**src/rtl/alu_multicycle.sv**
```systemverilog
// Multi-cycle ALU with a start/done handshake: logic/arith ops complete in one cycle,
// shifts run 1 bit per cycle. Optional shift-add multiply on op 10 when ALU_MUL_EN is defined.
module alu_multicycle #(
    parameter int WIDTH = 32
) (
    input  logic             clk,
    input  logic             reset,
    input  logic             start,
    input  logic [3:0]       op,
    input  logic [WIDTH-1:0] a,
    input  logic [WIDTH-1:0] b,
    output logic             ready,
    output logic             done,
    output logic [WIDTH-1:0] result,
    output logic             zero,
    output logic             carry,
    output logic             overflow,
    output logic             err
);
    localparam int SHW = $clog2(WIDTH);
    localparam int CW  = SHW + 1;

    localparam logic [3:0] OP_AND = 4'd0, OP_OR  = 4'd1, OP_ADD = 4'd2, OP_XOR = 4'd3;
    localparam logic [3:0] OP_SUB = 4'd4, OP_SRL = 4'd5, OP_SLL = 4'd6, OP_NOR = 4'd7;
    localparam logic [3:0] OP_SRA = 4'd8, OP_SLT = 4'd9;
`ifdef ALU_MUL_EN
    localparam logic [3:0] OP_MUL = 4'd10;
`endif

    typedef enum logic [1:0] {
        IDLE,
        SHIFT
`ifdef ALU_MUL_EN
        , MUL
`endif
    } state_t;

    state_t           state_q, state_d;
    logic [WIDTH-1:0] work_q, work_d;
    logic [CW-1:0]    cnt_q, cnt_d;
    logic [3:0]       kind_q, kind_d;
    logic [WIDTH-1:0] result_q, result_d;
    logic             zero_q, zero_d, carry_q, carry_d;
    logic             overflow_q, overflow_d, err_q, err_d, done_q, done_d;
`ifdef ALU_MUL_EN
    logic [WIDTH-1:0] mcand_q, mcand_d, mplier_q, mplier_d, acc_next;
`endif

    logic [WIDTH:0]   sum_ext, diff_ext;
    logic [WIDTH-1:0] shift_next, res_load;
    logic             carry_load, ovf_load, err_load, load_en;
    logic [SHW-1:0]   shamt;

    assign shamt    = b[SHW-1:0];
    assign sum_ext  = {1'b0, a} + {1'b0, b};
    assign diff_ext = {1'b0, a} - {1'b0, b};

    always_comb begin
        shift_next = {1'b0, work_q[WIDTH-1:1]};
        if (kind_q == OP_SLL)
            shift_next = {work_q[WIDTH-2:0], 1'b0};
        else if (kind_q == OP_SRA)
            shift_next = {work_q[WIDTH-1], work_q[WIDTH-1:1]};
    end

`ifdef ALU_MUL_EN
    assign acc_next = work_q + (mplier_q[0] ? mcand_q : '0);
`endif

    always_comb begin
        state_d    = state_q;
        work_d     = work_q;
        cnt_d      = cnt_q;
        kind_d     = kind_q;
        result_d   = result_q;
        zero_d     = zero_q;
        carry_d    = carry_q;
        overflow_d = overflow_q;
        err_d      = err_q;
        done_d     = 1'b0;
        res_load   = '0;
        carry_load = 1'b0;
        ovf_load   = 1'b0;
        err_load   = 1'b0;
        load_en    = 1'b0;
`ifdef ALU_MUL_EN
        mcand_d    = mcand_q;
        mplier_d   = mplier_q;
`endif
        case (state_q)
            IDLE: begin
                if (start) begin
                    load_en = 1'b1;
                    case (op)
                        OP_AND: res_load = a & b;
                        OP_OR:  res_load = a | b;
                        OP_XOR: res_load = a ^ b;
                        OP_NOR: res_load = ~(a | b);
                        OP_SLT: res_load = {{(WIDTH-1){1'b0}}, $signed(a) < $signed(b)};
                        OP_ADD: begin
                            res_load   = sum_ext[WIDTH-1:0];
                            carry_load = sum_ext[WIDTH];
                            ovf_load   = (a[WIDTH-1] == b[WIDTH-1]) &&
                                         (sum_ext[WIDTH-1] != a[WIDTH-1]);
                        end
                        OP_SUB: begin
                            res_load   = diff_ext[WIDTH-1:0];
                            carry_load = diff_ext[WIDTH];
                            ovf_load   = (a[WIDTH-1] != b[WIDTH-1]) &&
                                         (diff_ext[WIDTH-1] != a[WIDTH-1]);
                        end
                        OP_SRL, OP_SLL, OP_SRA: begin
                            // A zero shift amount finishes immediately with a unchanged
                            res_load = a;
                            if (shamt != '0) begin
                                load_en = 1'b0;
                                work_d  = a;
                                cnt_d   = {1'b0, shamt};
                                kind_d  = op;
                                state_d = SHIFT;
                            end
                        end
`ifdef ALU_MUL_EN
                        OP_MUL: begin
                            load_en  = 1'b0;
                            work_d   = '0;
                            mcand_d  = a;
                            mplier_d = b;
                            cnt_d    = CW'(WIDTH);
                            state_d  = MUL;
                        end
`endif
                        default: err_load = 1'b1;
                    endcase
                end
            end
            SHIFT: begin
                work_d = shift_next;
                cnt_d  = cnt_q - 1'b1;
                if (cnt_q == CW'(1)) begin
                    res_load = shift_next;
                    load_en  = 1'b1;
                    state_d  = IDLE;
                end
            end
`ifdef ALU_MUL_EN
            MUL: begin
                work_d   = acc_next;
                mcand_d  = {mcand_q[WIDTH-2:0], 1'b0};
                mplier_d = {1'b0, mplier_q[WIDTH-1:1]};
                cnt_d    = cnt_q - 1'b1;
                if (cnt_q == CW'(1)) begin
                    res_load = acc_next;
                    load_en  = 1'b1;
                    state_d  = IDLE;
                end
            end
`endif
            default: state_d = IDLE;
        endcase

        if (load_en) begin
            result_d   = res_load;
            zero_d     = (res_load == '0);
            carry_d    = carry_load;
            overflow_d = ovf_load;
            err_d      = err_load;
            done_d     = 1'b1;
        end
    end

    always_ff @(posedge clk) begin
        if (reset) begin
            state_q    <= IDLE;
            work_q     <= '0;
            cnt_q      <= '0;
            kind_q     <= '0;
            result_q   <= '0;
            zero_q     <= 1'b0;
            carry_q    <= 1'b0;
            overflow_q <= 1'b0;
            err_q      <= 1'b0;
            done_q     <= 1'b0;
`ifdef ALU_MUL_EN
            mcand_q    <= '0;
            mplier_q   <= '0;
`endif
        end else begin
            state_q    <= state_d;
            work_q     <= work_d;
            cnt_q      <= cnt_d;
            kind_q     <= kind_d;
            result_q   <= result_d;
            zero_q     <= zero_d;
            carry_q    <= carry_d;
            overflow_q <= overflow_d;
            err_q      <= err_d;
            done_q     <= done_d;
`ifdef ALU_MUL_EN
            mcand_q    <= mcand_d;
            mplier_q   <= mplier_d;
`endif
        end
    end

    assign ready    = (state_q == IDLE);
    assign done     = done_q;
    assign result   = result_q;
    assign zero     = zero_q;
    assign carry    = carry_q;
    assign overflow = overflow_q;
    assign err      = err_q;
endmodule

```
**config.mk**
```make
export PLATFORM = sky130hd
export DESIGN_NAME = alu_multicycle
export DESIGN_NICKNAME = d
export VERILOG_FILES = /design/src/rtl/alu_multicycle.sv
export SDC_FILE = /design/constraint.sdc
export NUM_CORES = 1
export LEC_CHECK = 0
export CORE_MARGIN = 2
export CORE_UTILIZATION = 45
export DETAILED_ROUTE_END_ITERATION = 6
export PLACE_DENSITY = 0.78
export SLEW_MARGIN = 20
export SYNTH_ARGS = -nofsm -noshare
export SYNTH_HDL_FRONTEND = slang
export SYNTH_SLANG_ARGS = --single-unit
```
**constraint.sdc**
```tcl
create_clock -name clk -period 6.3 [get_ports clk]
set_input_delay 1.26 -clock clk [delete_from_list [all_inputs] [get_ports clk]]
set_output_delay 1.26 -clock clk [all_outputs]
set_load 0.005 [all_outputs]
```
==> flow_summary.json <==
{
  "final_nets": 1661,
  "design_area_mm2": 0.0118,
  "synth_cells": 1445,
  "synth_edf_count": 0,
  "die_w_um": 155,
  "yosys_most_used_dff": "dfxtp_1",
  "outcome": "finished, final reports clean",
  "hold_path.class": "register to register",
  "cts_setup_buffers": 0,
  "postLayoutCoreUtil": 0.524,
  "crit_end": "result[30]",
  "drc": 0,
  "die_area_mm2": 0.0240,
  "cp-startpoint": "b[0]",
  "finalNonFillerCells": 1780,
  "fill_cells": 2219,
  "hold_buffers": 0,
  "hold_viol": 0,
  "cts_resized": 0,
  "drt_first_pass_iters": 6,
  "via_per_inst": 6.71,
  "p_leak_nw": 4.51,
  "port_buffers": 108,
  "worstReg2RegEnd": "zero",
  "gp_congestion": 1.04,
  "drive_above_1_share": 0.0595,
  "die_y_um": 155,
  "ys_seq_area_frac": 0.156,
  "cts_buffers": 9,
  "grt_pass1_wl_mm": 62.5,
  "wirelength_mm": 41.1,
  "cts_tree": "done",
  "hpwlAfterDp_mm": 31.8,
  "p_per_area_mw_per_mm2": 163,
  "rsz0062_at_grt": "false",
  "htree_levels": 3,
  "wl_per_cell_um": 23.1,
  "worstPathMaxFanout": 4,
  "grt_pass1_vias": 10749,
  "setup_viol": 0,
  "syn_area_mm2": 0.0102,
  "synthArstFlopShare": 0,
  "period_share": 0.850,
  "crit_chain": "clkdlybuf4s50_1 > ha_1 > inv_1 > fa_1 > nor2b_1 > o2111ai_1 > a211oi_2 > nor4_2 > o41ai_1 > and4_1 > o31a_1 > o32ai_1 > or3_1 > o21ai_0 > and2_1",
  "ir_drop_mv": 0.140,
  "slowest_stage": "o41ai_1",
  "syn_to_final_growth_pct": 15.1,
  "insertion_delay_ps": 340,
  "cts_sinks": 80,
  "pin_count": 109,
  "r2r_slack_ps": 2190,
  "cpPeakStageDelay_ps": 820,
  "maxSlewHeadroom": 0.263,
  "whs_ps": 448,
  "grt.total_usage": 0.333,
  "maxSlewViolCount": 0,
  "required_ps": 6590,
  "gr-total-overflow": 0,
  "ant_nets": 0,
  "cp-end-kind": "register",
  "pre_cts_slack_ps": 721,
  "synth_nets": 1616,
  "reg2reg_depth": 12,
  "num_vias": 11935,
  "worst_slack_ps": 946,
  "placedCellCount": 1764,
  "cap_viol_max_count": 0,
  "total_power_mw": 1.92,
  "synth_area_per_cell_um2": 7.08,
  "reg2reg_from": "kind_q[2]",
  "finalCriticalPeriod_ps": 5350,
  "core_region_area_mm2": 0.0225,
  "max_freq_mhz": 187,
  "clockBufferDepth": 2,
  "grt_max_degree": 77,
  "synth_warnings": 0,
  "layout_commonest_cell": "nor2_1",
  "drtIter0Drc": 1503,
  "n_antenna_cell": 0,
  "cp-start-kind": "input pin",
  "dpl_cell_area_mm2": 0.0115,
  "cp_data_arrival_time_ps": 5640,
  "layout_common_cells": "nor2_1, a21oi_1, nand2_1",
  "worstMarginPinSlew_ps": 1100,
  "antenna_found_initial": 0,
  "root_buffer": "clkbuf_16",
  "rows": 55,
  "ys_ff_latch": 80,
  "synth_cell_types": 92,
  "hp-start": "result[11]",
  "setup_tns_ps": 0,
  "path_class": "input pin to register",
  "finClkSkew_ps": 6.49,
  "clk_pin_slew_ps": 60,
  "initial_core_util": 0.455
}
[final cells by class]
type,instances,area (um^2),area share
multi-input cells,1154,7810,0.663
repair buffers,142,1340,0.114
flip-flops and latches,80,1600,0.136
clock buffers,10,239,0.0203
inverters,103,387,0.0328
well taps,285,357,0.0303
clock inverters,6,45.0,0.00382
[worst max-delay path, delay by kind of cell]
family	cells	cell delay (ps)
adder cells (fa/ha/maj)	2	630
buffers and inverters	2	620
AND/OR/NAND/NOR	5	1190
AO/OA/AOI/OAI	6	1940
[metal layers]
| layer | part of all wire | global-route usage | vias up |
|---|---|---|---|
| li1 | - | - | 5415 |
| met2 | 0.42 | 0.497 | 778 |
| met4 | 0.035 | 0.112 | 0 |
| met5 | 0 | 0 | - |
| met1 | 0.43 | 0.484 | 5632 |
| met3 | 0.11 | 0.0535 | 110 |
[state kept, by name, indices dropped and copies added, names as in the netlist]
name      flops
carry         1
cnt_q         6
done          1
err           1
kind_q        4
overflow      1
result       32
state_q       1
work_q       32
zero          1
[Yosys cell counts (12+ instances only)]
master / count / share of area
o31ai_1: 14 / 0.010
nand2_1: 111 / 0.041
o21ai_0: 64 / 0.031
nor3_1: 33 / 0.016
clkbuf_1: 73 / 0.027
a211oi_1: 104 / 0.076
and2_1: 16 / 0.0098
xnor2_1: 18 / 0.015
inv_1: 102 / 0.037
nand3_1: 33 / 0.016
a22oi_1: 20 / 0.015
dfxtp_1: 80 / 0.16
o211ai_1: 27 / 0.020
ha_1: 98 / 0.12
nor4_1: 16 / 0.0098
a21o_1: 12 / 0.0088
nand4_1: 16 / 0.0098
buf_2: 21 / 0.010
nor2_1: 179 / 0.066
mux2i_1: 39 / 0.038
a21oi_1: 110 / 0.054
nor2b_1: 15 / 0.0092
nand2b_1: 17 / 0.010
[cells by family (layout without fill, tap and decap cells)]
family / Yosys count / after routing / synth area share
muxes: 43 / 43 / 0.0436
and+or+nand+nor: 480 / 480 / 0.222
buffers and inverters: 211 / 261 / 0.0825
adders and majority gates: 100 / 100 / 0.124
AOI/OAI and AO/OA: 507 / 507 / 0.351
xor gates and xnor gates: 24 / 24 / 0.0205
DFF: 80 / 80 / 0.156
[how the worst min path moves through the flow]
| stage | endpoint | cells past startpoint |
|---|---|---|
| 4_1_cts | result[11] | 2 |
| 3_5_place_dp | result[11] | 2 |
| 6_report | result[11] | 2 |
| 2_1_floorplan | result[11] | 2 |
| 3_3_place_gp | result[11] | 2 |
| 5_1_grt | result[27] | 2 |
[where the power goes]
part           total [mW]  switching [mW]  internal (mW)  leakage, nW
Clock               0.491           0.213          0.278        0.131
Sequential          0.576          0.0315          0.544        0.655
Combinational       0.857           0.528          0.329         3.73
Note: power is estimated with default switching activity, not from simulation.
